--- src/rtl/mmio_uart_tx.sv ---
// Memory-mapped 8N1 UART transmitter for the MIPS data-memory port.
// Stores to TXDATA queue bytes in a small FIFO; a four-state FSM serialises them LSB first.
module mmio_uart_tx #(
    parameter int          DEPTH        = 4,
    parameter int          CLKS_PER_BIT = 16,
    parameter logic [31:0] BASE_ADDR    = 32'hFFFF_FF00
) (
    input  logic        clk,
    input  logic        reset,
    input  logic        dmem_write,
    input  logic [31:0] alu_out,
    input  logic [31:0] dmem_write_data,
    output logic        io_sel,
    output logic [31:0] io_read_data,
    output logic        tx
);

    localparam int PTR_W  = (DEPTH > 2) ? $clog2(DEPTH) : 1;
    localparam int CNT_W  = PTR_W + 1;
    localparam int BAUD_W = (CLKS_PER_BIT > 2) ? $clog2(CLKS_PER_BIT) : 1;

    localparam logic [1:0] OFF_TXDATA = 2'd0;
    localparam logic [1:0] OFF_STATUS = 2'd1;
    localparam logic [1:0] OFF_COUNT  = 2'd2;

    typedef enum logic [1:0] {
        IDLE  = 2'd0,
        START = 2'd1,
        DATA  = 2'd2,
        STOP  = 2'd3
    } state_t;

    // ------------------------------------------------------------------
    // Address decode and register-write strobes
    // ------------------------------------------------------------------
    logic [1:0] offset;
    logic       reg_wr;
    logic       push_req;
    logic       push;
    logic       pop;
    logic       ovf_clr;
    logic       unused_bits;

    assign io_sel   = (alu_out[31:4] == BASE_ADDR[31:4]);
    assign offset   = alu_out[3:2];
    assign reg_wr   = io_sel & dmem_write & ~reset;
    assign push_req = reg_wr & (offset == OFF_TXDATA);
    assign ovf_clr  = reg_wr & (offset == OFF_STATUS) & dmem_write_data[3];

    assign unused_bits = ^{alu_out[1:0], dmem_write_data[31:8]};

    // ------------------------------------------------------------------
    // FIFO: per-entry byte registers, circular pointers, occupancy count
    // ------------------------------------------------------------------
    logic [7:0]       mem_q [DEPTH];
    logic [PTR_W-1:0] wr_ptr_q, wr_ptr_d;
    logic [PTR_W-1:0] rd_ptr_q, rd_ptr_d;
    logic [CNT_W-1:0] count_q, count_d;
    logic             overflow_q, overflow_d;
    logic             fifo_empty;
    logic             fifo_full;
    logic [7:0]       fifo_head;

    assign fifo_empty = (count_q == '0);
    assign fifo_full  = (count_q == CNT_W'(DEPTH));
    assign fifo_head  = mem_q[rd_ptr_q];

    // Full is judged on pre-edge state, so a pop on this edge never rescues a push.
    assign push = push_req & ~fifo_full;

    generate
        for (genvar gi = 0; gi < DEPTH; gi++) begin : g_fifo_entry
            always_ff @(posedge clk) begin
                if (push && (wr_ptr_q == PTR_W'(gi))) begin
                    mem_q[gi] <= dmem_write_data[7:0];
                end
            end
        end
    endgenerate

    always_comb begin
        wr_ptr_d   = wr_ptr_q;
        rd_ptr_d   = rd_ptr_q;
        count_d    = count_q;
        overflow_d = overflow_q;
        if (push) begin
            wr_ptr_d = wr_ptr_q + PTR_W'(1);
        end
        if (pop) begin
            rd_ptr_d = rd_ptr_q + PTR_W'(1);
        end
        case ({push, pop})
            2'b10:   count_d = count_q + CNT_W'(1);
            2'b01:   count_d = count_q - CNT_W'(1);
            default: count_d = count_q;
        endcase
        // Clear first so a same-edge set takes priority.
        if (ovf_clr) begin
            overflow_d = 1'b0;
        end
        if (push_req && fifo_full) begin
            overflow_d = 1'b1;
        end
    end

    always_ff @(posedge clk) begin
        if (reset) begin
            wr_ptr_q   <= '0;
            rd_ptr_q   <= '0;
            count_q    <= '0;
            overflow_q <= 1'b0;
        end else begin
            wr_ptr_q   <= wr_ptr_d;
            rd_ptr_q   <= rd_ptr_d;
            count_q    <= count_d;
            overflow_q <= overflow_d;
        end
    end

    // ------------------------------------------------------------------
    // Transmit FSM: state register, next-state logic, output logic
    // ------------------------------------------------------------------
    state_t            state_q, state_d;
    logic [7:0]        shift_q, shift_d;
    logic [2:0]        bit_q, bit_d;
    logic [BAUD_W-1:0] baud_q, baud_d;
    logic              baud_done;
    logic              busy;

    assign baud_done = (baud_q == BAUD_W'(CLKS_PER_BIT - 1));
    assign pop       = (state_q == IDLE) & ~fifo_empty;

    always_ff @(posedge clk) begin
        if (reset) begin
            state_q <= IDLE;
            shift_q <= '0;
            bit_q   <= '0;
            baud_q  <= '0;
        end else begin
            state_q <= state_d;
            shift_q <= shift_d;
            bit_q   <= bit_d;
            baud_q  <= baud_d;
        end
    end

    always_comb begin
        state_d = state_q;
        case (state_q)
            IDLE:    if (!fifo_empty) state_d = START;
            START:   if (baud_done) state_d = DATA;
            DATA:    if (baud_done && (bit_q == 3'd7)) state_d = STOP;
            STOP:    if (baud_done) state_d = IDLE;
            default: state_d = IDLE;
        endcase
    end

    // Shifter and counters advance alongside the state; the baud counter wraps on its terminal count.
    always_comb begin
        shift_d = shift_q;
        bit_d   = bit_q;
        baud_d  = baud_q;
        if (state_q == IDLE) begin
            if (pop) begin
                shift_d = fifo_head;
                bit_d   = '0;
                baud_d  = '0;
            end
        end else begin
            baud_d = baud_done ? '0 : baud_q + BAUD_W'(1);
            if ((state_q == DATA) && baud_done) begin
                shift_d = {1'b0, shift_q[7:1]};
                bit_d   = bit_q + 3'd1;
            end
        end
    end

    always_comb begin
        tx   = 1'b1;
        busy = 1'b1;
        case (state_q)
            IDLE:    busy = 1'b0;
            START:   tx   = 1'b0;
            DATA:    tx   = shift_q[0];
            default: tx   = 1'b1;
        endcase
    end

    // ------------------------------------------------------------------
    // Combinational read port
    // ------------------------------------------------------------------
    logic [31:0] status_word;

    assign status_word = {28'd0, overflow_q, busy, fifo_full, fifo_empty};

    always_comb begin
        io_read_data = 32'd0;
        if (io_sel) begin
            case (offset)
                OFF_STATUS: io_read_data = status_word;
                OFF_COUNT:  io_read_data = {{(32 - CNT_W){1'b0}}, count_q};
                default:    io_read_data = 32'd0;
            endcase
        end
    end

endmodule

--- config.mk ---
export PLATFORM = sky130hd
export DESIGN_NAME = mmio_uart_tx
export DESIGN_NICKNAME = d
export VERILOG_FILES = /design/src/rtl/mmio_uart_tx.sv
export SDC_FILE = /design/constraint.sdc
export NUM_CORES = 1
export LEC_CHECK = 0
export BUFFER_PORTS_ARGS = -buffer_cell sky130_fd_sc_hd__buf_2
export CAP_MARGIN = 20
export CORE_MARGIN = 8
export CORE_UTILIZATION = 56
export CTS_BUF_LIST = sky130_fd_sc_hd__clkbuf_8
export DETAILED_ROUTE_END_ITERATION = 8
export PLACE_DENSITY = 0.88
export SYNTH_ARGS = -nofsm -noshare
export SYNTH_HDL_FRONTEND = slang
export SYNTH_SLANG_ARGS = --single-unit
--- constraint.sdc ---
create_clock -name clk -period 6.7 [get_ports clk]
set_input_delay 0.67 -clock clk [delete_from_list [all_inputs] [get_ports clk]]
set_output_delay 0.67 -clock clk [all_outputs]
set_load 0.03 [all_outputs]
==> impl_metrics.env, run 1 <==
export IMPL_max_slew_margin_pct=40.3
export IMPL_cp_max_fo=6
export IMPL_outcome="finished clean"
export IMPL_grt_max_degree=26
export IMPL_dieHeight_um=87.9
export IMPL_final_cell_area_um2=3240
export IMPL_grt_pass1_vias=2026
export IMPL_via_per_inst=5.21
export IMPL_io_pins=101
export IMPL_diodes=0
export IMPL_fin_crit_ns=2.89
export IMPL_io_buffers=46
export IMPL_numCtsBuffers=9
export IMPL_gp_congestion=0.795
export IMPL_crit_arrival_ns=2.22
export IMPL_hold_viol_final=0
export IMPL_finalSetupViolCount=0
export IMPL_required_ns=6.03
export IMPL_critPathTopFamily="simple AND/OR/NAND/NOR gates"
export IMPL_cts_reportedPaths_clkPinSlew_ns=0.06
export IMPL_ys_types=39
export IMPL_path_buf_inv=2
export IMPL_grtUsageTotal_pct=15.2
export IMPL_cts_num_sinks=59
export IMPL_cp_common_cell="buf_2"
export IMPL_worst_path_largest_cell_delay_ns=0.54
export IMPL_drc_errors=0
export IMPL_syn_inst=254
export IMPL_yosysSeqAreaShare_pct=51.9
export IMPL_top_layer_used="met4"
export IMPL_grt_antenna_before_repair=0
export IMPL_ctsRootBufferMaster="clkbuf_8"
export IMPL_p_total_mw=0.714
export IMPL_final_max_slew_viol_count=0
export IMPL_setup_tns_ns=0
export IMPL_cts_resized=0
export IMPL_num_vias=1954
export IMPL_rows=26
export IMPL_final_common_cell="buf_2"
export IMPL_critPathKind="input pin to primary output"
export IMPL_final_cell_mix="buf_2, edfxtp_1, conb_1"
export IMPL_slowest_stage="or4b_4"
export IMPL_start_kind="input pin"
export IMPL_yosysWarningCount=0
export IMPL_wl_mm=5.56
export IMPL_die_area_um2=7720
export IMPL_leakage_nw=1.28
export IMPL_peakVddDrop_v=0.000233
export IMPL_pre_cts_ws_ns=3.52
export IMPL_cts_setup_buffers=0
export IMPL_cts_htree_levels=3
export IMPL_met3_length_um=382
export IMPL_ctsHoldBuffers=0
export IMPL_placed_cell_area_um2=3060
export IMPL_wire_per_inst_um=14.8
export IMPL_layout_drive_gt1_share_pct=22.6
export IMPL_fin_ws_ns=3.81
export IMPL_met2_length_mm=2.96
export IMPL_min_path_type="register to register"
export IMPL_fmax_ghz=0.346
export IMPL_grt_pass1_wl_mm=8.80
export IMPL_clock_path_buffers=2
export IMPL_coreArea_um2=5040
export IMPL_grt_overflow_total=0
export IMPL_chipWidth_um=87.9
export IMPL_post_dp_hpwl_mm=4.07
export IMPL_ys_seq_elements=59
export IMPL_final_nets=383
export IMPL_synth_area_um2=2890
export IMPL_cap_violations=0
export IMPL_rsz0062_at_grt="no"
export IMPL_clk_latency_ns=0.33
export IMPL_ys_async_sr_fraction_pct=0
export IMPL_wl_met1_mm=2.16
export IMPL_endpoint_kind="primary output"
export IMPL_drt_first_pass_iters=4
export IMPL_area_delta_synth_final_pct=11.8
export IMPL_initialDrtViolationCount=49
export IMPL_synth_edf_count=32
export IMPL_crit_path_cell_trace="buf_2 -> or4b_4 -> nor4_4 -> nand3_1 -> nor2_1 -> buf_2"
export IMPL_period_share_pct=43.1
export IMPL_start_util_pct=57.4
export IMPL_power_density_nw_per_um2=221
export IMPL_detail_route_antenna_nets=0
export IMPL_syn_avg_cell_area_um2=11.4
export IMPL_cts_tree="done"
export IMPL_tightest_slew_ns=0.891
export IMPL_synthFlopType="edfxtp_1"
export IMPL_finalClockSkew_ns=0.00814
power breakdown:
group          internal [mW]  switching (mW)  total [mW]  leakage [nW]
registers              0.381   0.00000000471       0.381         0.505
logic                 0.0103          0.0313      0.0416         0.678
clock network          0.164           0.128       0.292         0.102
total                  0.555           0.159       0.714          1.28
through the flow:
stage                     util (%)  std cells  hold slack [ns]
after detailed placement      60.7        359            0.480
after global routing          64.2        375            0.517
after floorplan                  -        281            0.449
final                         64.2        375            0.487
after CTS                     64.2        375            0.488
after global placement        60.7        359            0.467
cells in the mapped netlist (7+ instances only):
library cell | number | share of area [%]
edfxtp_1 | 32 | 33
buf_4 | 29 | 7.5
dfxtp_1 | 27 | 19
nor2_1 | 24 | 3.1
a21oi_1 | 16 | 2.8
nand2_1 | 16 | 2.1
ha_1 | 15 | 6.5
inv_1 | 15 | 1.9
mux4_2 | 8 | 6.2
a211oi_1 | 7 | 1.8
clkbuf_1 | 7 | 0.91
nand4_1 | 7 | 1.5
tightest hold or removal path, stage by stage, from the launching register on:
cell     delay [ns]
dfxtp_1        0.33
nand2_1        0.06
a21oi_1        0.06
routing by layer:
metal  global-route usage, %  up-vias
met1                    16.0      946
met2                    26.5       53
met3                    4.97        6
met5                       0        -
li1                        -      949
met4                    7.34        0
cell type report:
| type | count | area (µm²) |
|---|---|---|
| Inverter | 15 | 56.3 |
| Fill cell | 386 | 1810 |
| Multi-Input combinational cell | 169 | 1180 |
| Clock buffer | 9 | 124 |
| Sequential cell | 59 | 1500 |
| Tap cell | 70 | 87.6 |
| Clock inverter | 7 | 53.8 |
| Timing Repair Buffer | 46 | 230 |
path summary, 6_finish.rpt:
kind | start | end | slack [ns] | cells after the start
min reg2reg | baud_q[3]$_SDFFE_PP0P_ | baud_q[3]$_SDFFE_PP0P_ | 0.49 | 2
max reg2reg | state_q[0]$_SDFFE_PP0P_ | count_q[2]$_SDFFE_PP0P_ | 4.03 | 9
max | alu_out[5] | io_read_data[0] | 3.81 | 6
min | baud_q[3]$_SDFFE_PP0P_ | baud_q[3]$_SDFFE_PP0P_ | 0.49 | 2
flip-flops by register name (all words and copies together) (netlist names), named ones only:
name,count
mem_q,32
state_q,2
overflow_q,1
baud_q,4
wr_ptr_q,2
rd_ptr_q,2
shift_q,8
bit_q,3
count_q,3
cells by family (layout without fill, tap and decap cells):
logic type	after synthesis	after routing	synth area share, %
fa+ha+maj	16	16	7.18
compound gates	41	41	9.17
mux	11	11	7.26
xor+xnor	4	4	1.21
other cells	1	28	0.130
buf+inv	53	77	10.7
simple gates	69	69	12.5
flops	59	59	51.9
No activity file was read; power rests on OpenSTA's default activity.
==> inputs of run 2 (changes only) <==
Settings changed: CORE_UTILIZATION 56 to 47, PLACE_DENSITY 0.88 to 0.79.
Clock period 6.7 ns to 2.4 ns, I/O delays scaled along.
==> run 2 against run 1 <==
Final cell count up 5.6%. Combinational power rose to 2.8 times the previous value. Clock power rose to 3.4 times the previous value. First-iteration DRC count rose to 2.9 times the previous value. Critical path type is now register to register.
==> impl_metrics.env, run 2 (same netlist as run 1, synthesis figures left out) <==
export IMPL_layout_drive_gt1_share_pct=28.7
export IMPL_grt_pass1_wl_mm=8.79
export IMPL_clock_path_buffers=2
export IMPL_period_share_pct=92.3
export IMPL_wl_mm=5.49
export IMPL_rrSetupSlack_ns=0.18
export IMPL_peakVddDrop_v=0.000572
export IMPL_switching_share_pct=22.5
export IMPL_setup_tns_ns=0
export IMPL_pwr_share_seq_pct=49.2
export IMPL_grt_max_degree=25
export IMPL_p_sw_mw=0.486
export IMPL_cap_violations=0
export IMPL_largest_registers="mem_q x32, shift_q x8, baud_q x4"
export IMPL_rows=28
export IMPL_cts_tree="done"
export IMPL_grtUsageTotal_pct=12.7
export IMPL_grt_pass1_vias=1949
export IMPL_coreArea_um2=5920
export IMPL_r2r_start="count_q[0]$_SDFFE_PP0P_"
export IMPL_final_common_cell="buf_2"
export IMPL_detail_route_antenna_nets=0
export IMPL_via_per_inst=4.97
export IMPL_post_dp_hpwl_mm=4.17
export IMPL_path_buf_inv=2
export IMPL_outcome="finished clean"
export IMPL_area_delta_synth_final_pct=18.1
export IMPL_io_pins=101
export IMPL_drc_errors=0
export IMPL_place_inst=380
export IMPL_crit_arrival_ns=2.49
export IMPL_fin_crit_ns=2.22
export IMPL_grt_antenna_before_repair=0
export IMPL_min_path_type="input pin to register"
export IMPL_worstHoldStart="dmem_write_data[6]"
export IMPL_final_nets=399
export IMPL_worst_r2r_path_depth=10
export IMPL_gp_congestion=0.751
export IMPL_finalSetupViolCount=0
export IMPL_dieHeight_um=94.5
export IMPL_critPathKind="register to register"
export IMPL_hold_viol_final=0
export IMPL_ctsRootBufferMaster="clkbuf_8"
export IMPL_largest_register_ffs=32
export IMPL_start_kind="register"
export IMPL_wire_per_inst_um=13.9
export IMPL_cp_common_cell="inv_1"
export IMPL_grt_overflow_total=0
export IMPL_pre_cts_ws_ns=0.0473
export IMPL_critPathTopFamily="simple AND/OR/NAND/NOR gates"
export IMPL_tightest_slew_ns=0.545
export IMPL_r2r_end="count_q[2]$_SDFFE_PP0P_"
export IMPL_initialDrtViolationCount=142
export IMPL_worst_path_largest_cell_delay_ns=0.37
export IMPL_cts_htree_levels=3
export IMPL_slowest_stage="fa_1"
export IMPL_numCtsBuffers=9
export IMPL_p_int_mw=1.67
export IMPL_power_density_nw_per_um2=632
export IMPL_holdPathEnd="mem_q[3][6]$_DFFE_PP_"
export IMPL_cts_num_sinks=59
export IMPL_combPwrFrac_pct=5.4
export IMPL_max_slew_margin_pct=63.6
export IMPL_whs_path_depth=1
export IMPL_required_ns=2.68
export IMPL_finalClockSkew_ns=0.00764
export IMPL_die_area_um2=8920
export IMPL_cp_max_fo=3
export IMPL_start_util_pct=48.9
export IMPL_cts_setup_buffers=0
export IMPL_final_max_slew_viol_count=0
export IMPL_final_cell_mix="buf_2, edfxtp_1, conb_1"
export IMPL_chipWidth_um=94.5
export IMPL_cts_reportedPaths_clkPinSlew_ns=0.07
export IMPL_instances_no_fill=396
export IMPL_drt_first_pass_iters=4
export IMPL_crit_path_start="count_q[0]$_SDFFE_PP0P_"
export IMPL_endpoint_kind="register"
export IMPL_diodes=0
export IMPL_fin_ws_ns=0.185
export IMPL_leakage_nw=1.37
export IMPL_clkPwrFrac_pct=45.4
export IMPL_clk_latency_ns=0.34
export IMPL_fmax_ghz=0.451
export IMPL_crit_path_cell_trace="nor3b_2 -> nor3b_1 -> and3_1 -> inv_1 -> ha_1 -> inv_1 -> fa_1 -> xor2_1 -> or3_1 -> a21oi_1"
export IMPL_io_buffers=46
export IMPL_num_vias=1967
export IMPL_largest_register="mem_q"
export IMPL_rsz0062_at_grt="no"
run 2: how the worst max path moves through the flow:
stage / endpoint / slack [ns] / depth (start not counted)
after floorplan: count_q[2]$_SDFFE_PP0P_ / 0.07 / 11
after global placement: count_q[2]$_SDFFE_PP0P_ / 0.08 / 11
after detailed placement: count_q[2]$_SDFFE_PP0P_ / 0.05 / 11
after CTS: io_read_data[2] / 0.16 / 8
after global routing: io_read_data[2] / 0.002 / 8
final: count_q[2]$_SDFFE_PP0P_ / 0.18 / 10
run 2: area by class of cell:
cell class	instances	area, µm²
Tap cell	75	93.8
Clock buffer	9	124
Sequential cell	59	1500
Multi-Input combinational cell	169	1190
Inverter	15	60.1
Fill cell	488	2500
Timing Repair Buffer	62	350
Clock inverter	7	93.8
run 2: worst reg2reg max path, cell delays in order (launching register included):
cell and delay (ns):
dfxtp_1 0.32, nor3b_2 0.27, nor3b_1 0.10, and3_1 0.20, inv_1 0.06, ha_1 0.17
inv_1 0.06, fa_1 0.37, xor2_1 0.16, or3_1 0.32, a21oi_1 0.14
run 2: what timing repair did:
item | CTS | global route
hold buffers | 0 | 0
gates resized for setup | 0 | 2
setup endpoints to repair | 0 | 1
run 2: metal layers:
metal | track usage (%) | routed length (µm) | vias to the layer above | part of all wire [%]
li1 | - | - | 979 | -
met3 | 4.60 | 450 | 8 | 8.2
met1 | 14.1 | 2250 | 915 | 41
met2 | 20.8 | 2700 | 65 | 49
met5 | 0 | 0 | - | 0
met4 | 7.28 | 87 | 0 | 1.6
run 2: power groups by stage:
| stage | Sequential [mW] | Clock, mW | Combinational (mW) |
|---|---|---|---|
| floorplan | 1.08 | 0 | 0.109 |
| global placement | 1.08 | 0 | 0.113 |
| detailed placement | 1.08 | 0 | 0.115 |
| CTS | 1.06 | 0.995 | 0.115 |
| global route | 1.06 | 1.05 | 0.126 |
| finish | 1.06 | 0.981 | 0.116 |
run 2: through the flow:
| stage | power, mW | hold slack [ns] | utilization (%) | area (µm²) |
|---|---|---|---|---|
| 2_1_floorplan | 1.19 | 0.339 | - | 3000 |
| 3_3_place_gp | 1.20 | 0.453 | 53.9 | 3190 |
| 6_report | 2.16 | 0.111 | 57.7 | 3420 |
| 5_1_grt | 2.23 | 0.0987 | 57.7 | 3420 |
| 4_1_cts | 2.17 | 0.0990 | 57.6 | 3410 |
| 3_5_place_dp | 1.20 | 0.458 | 53.9 | 3190 |
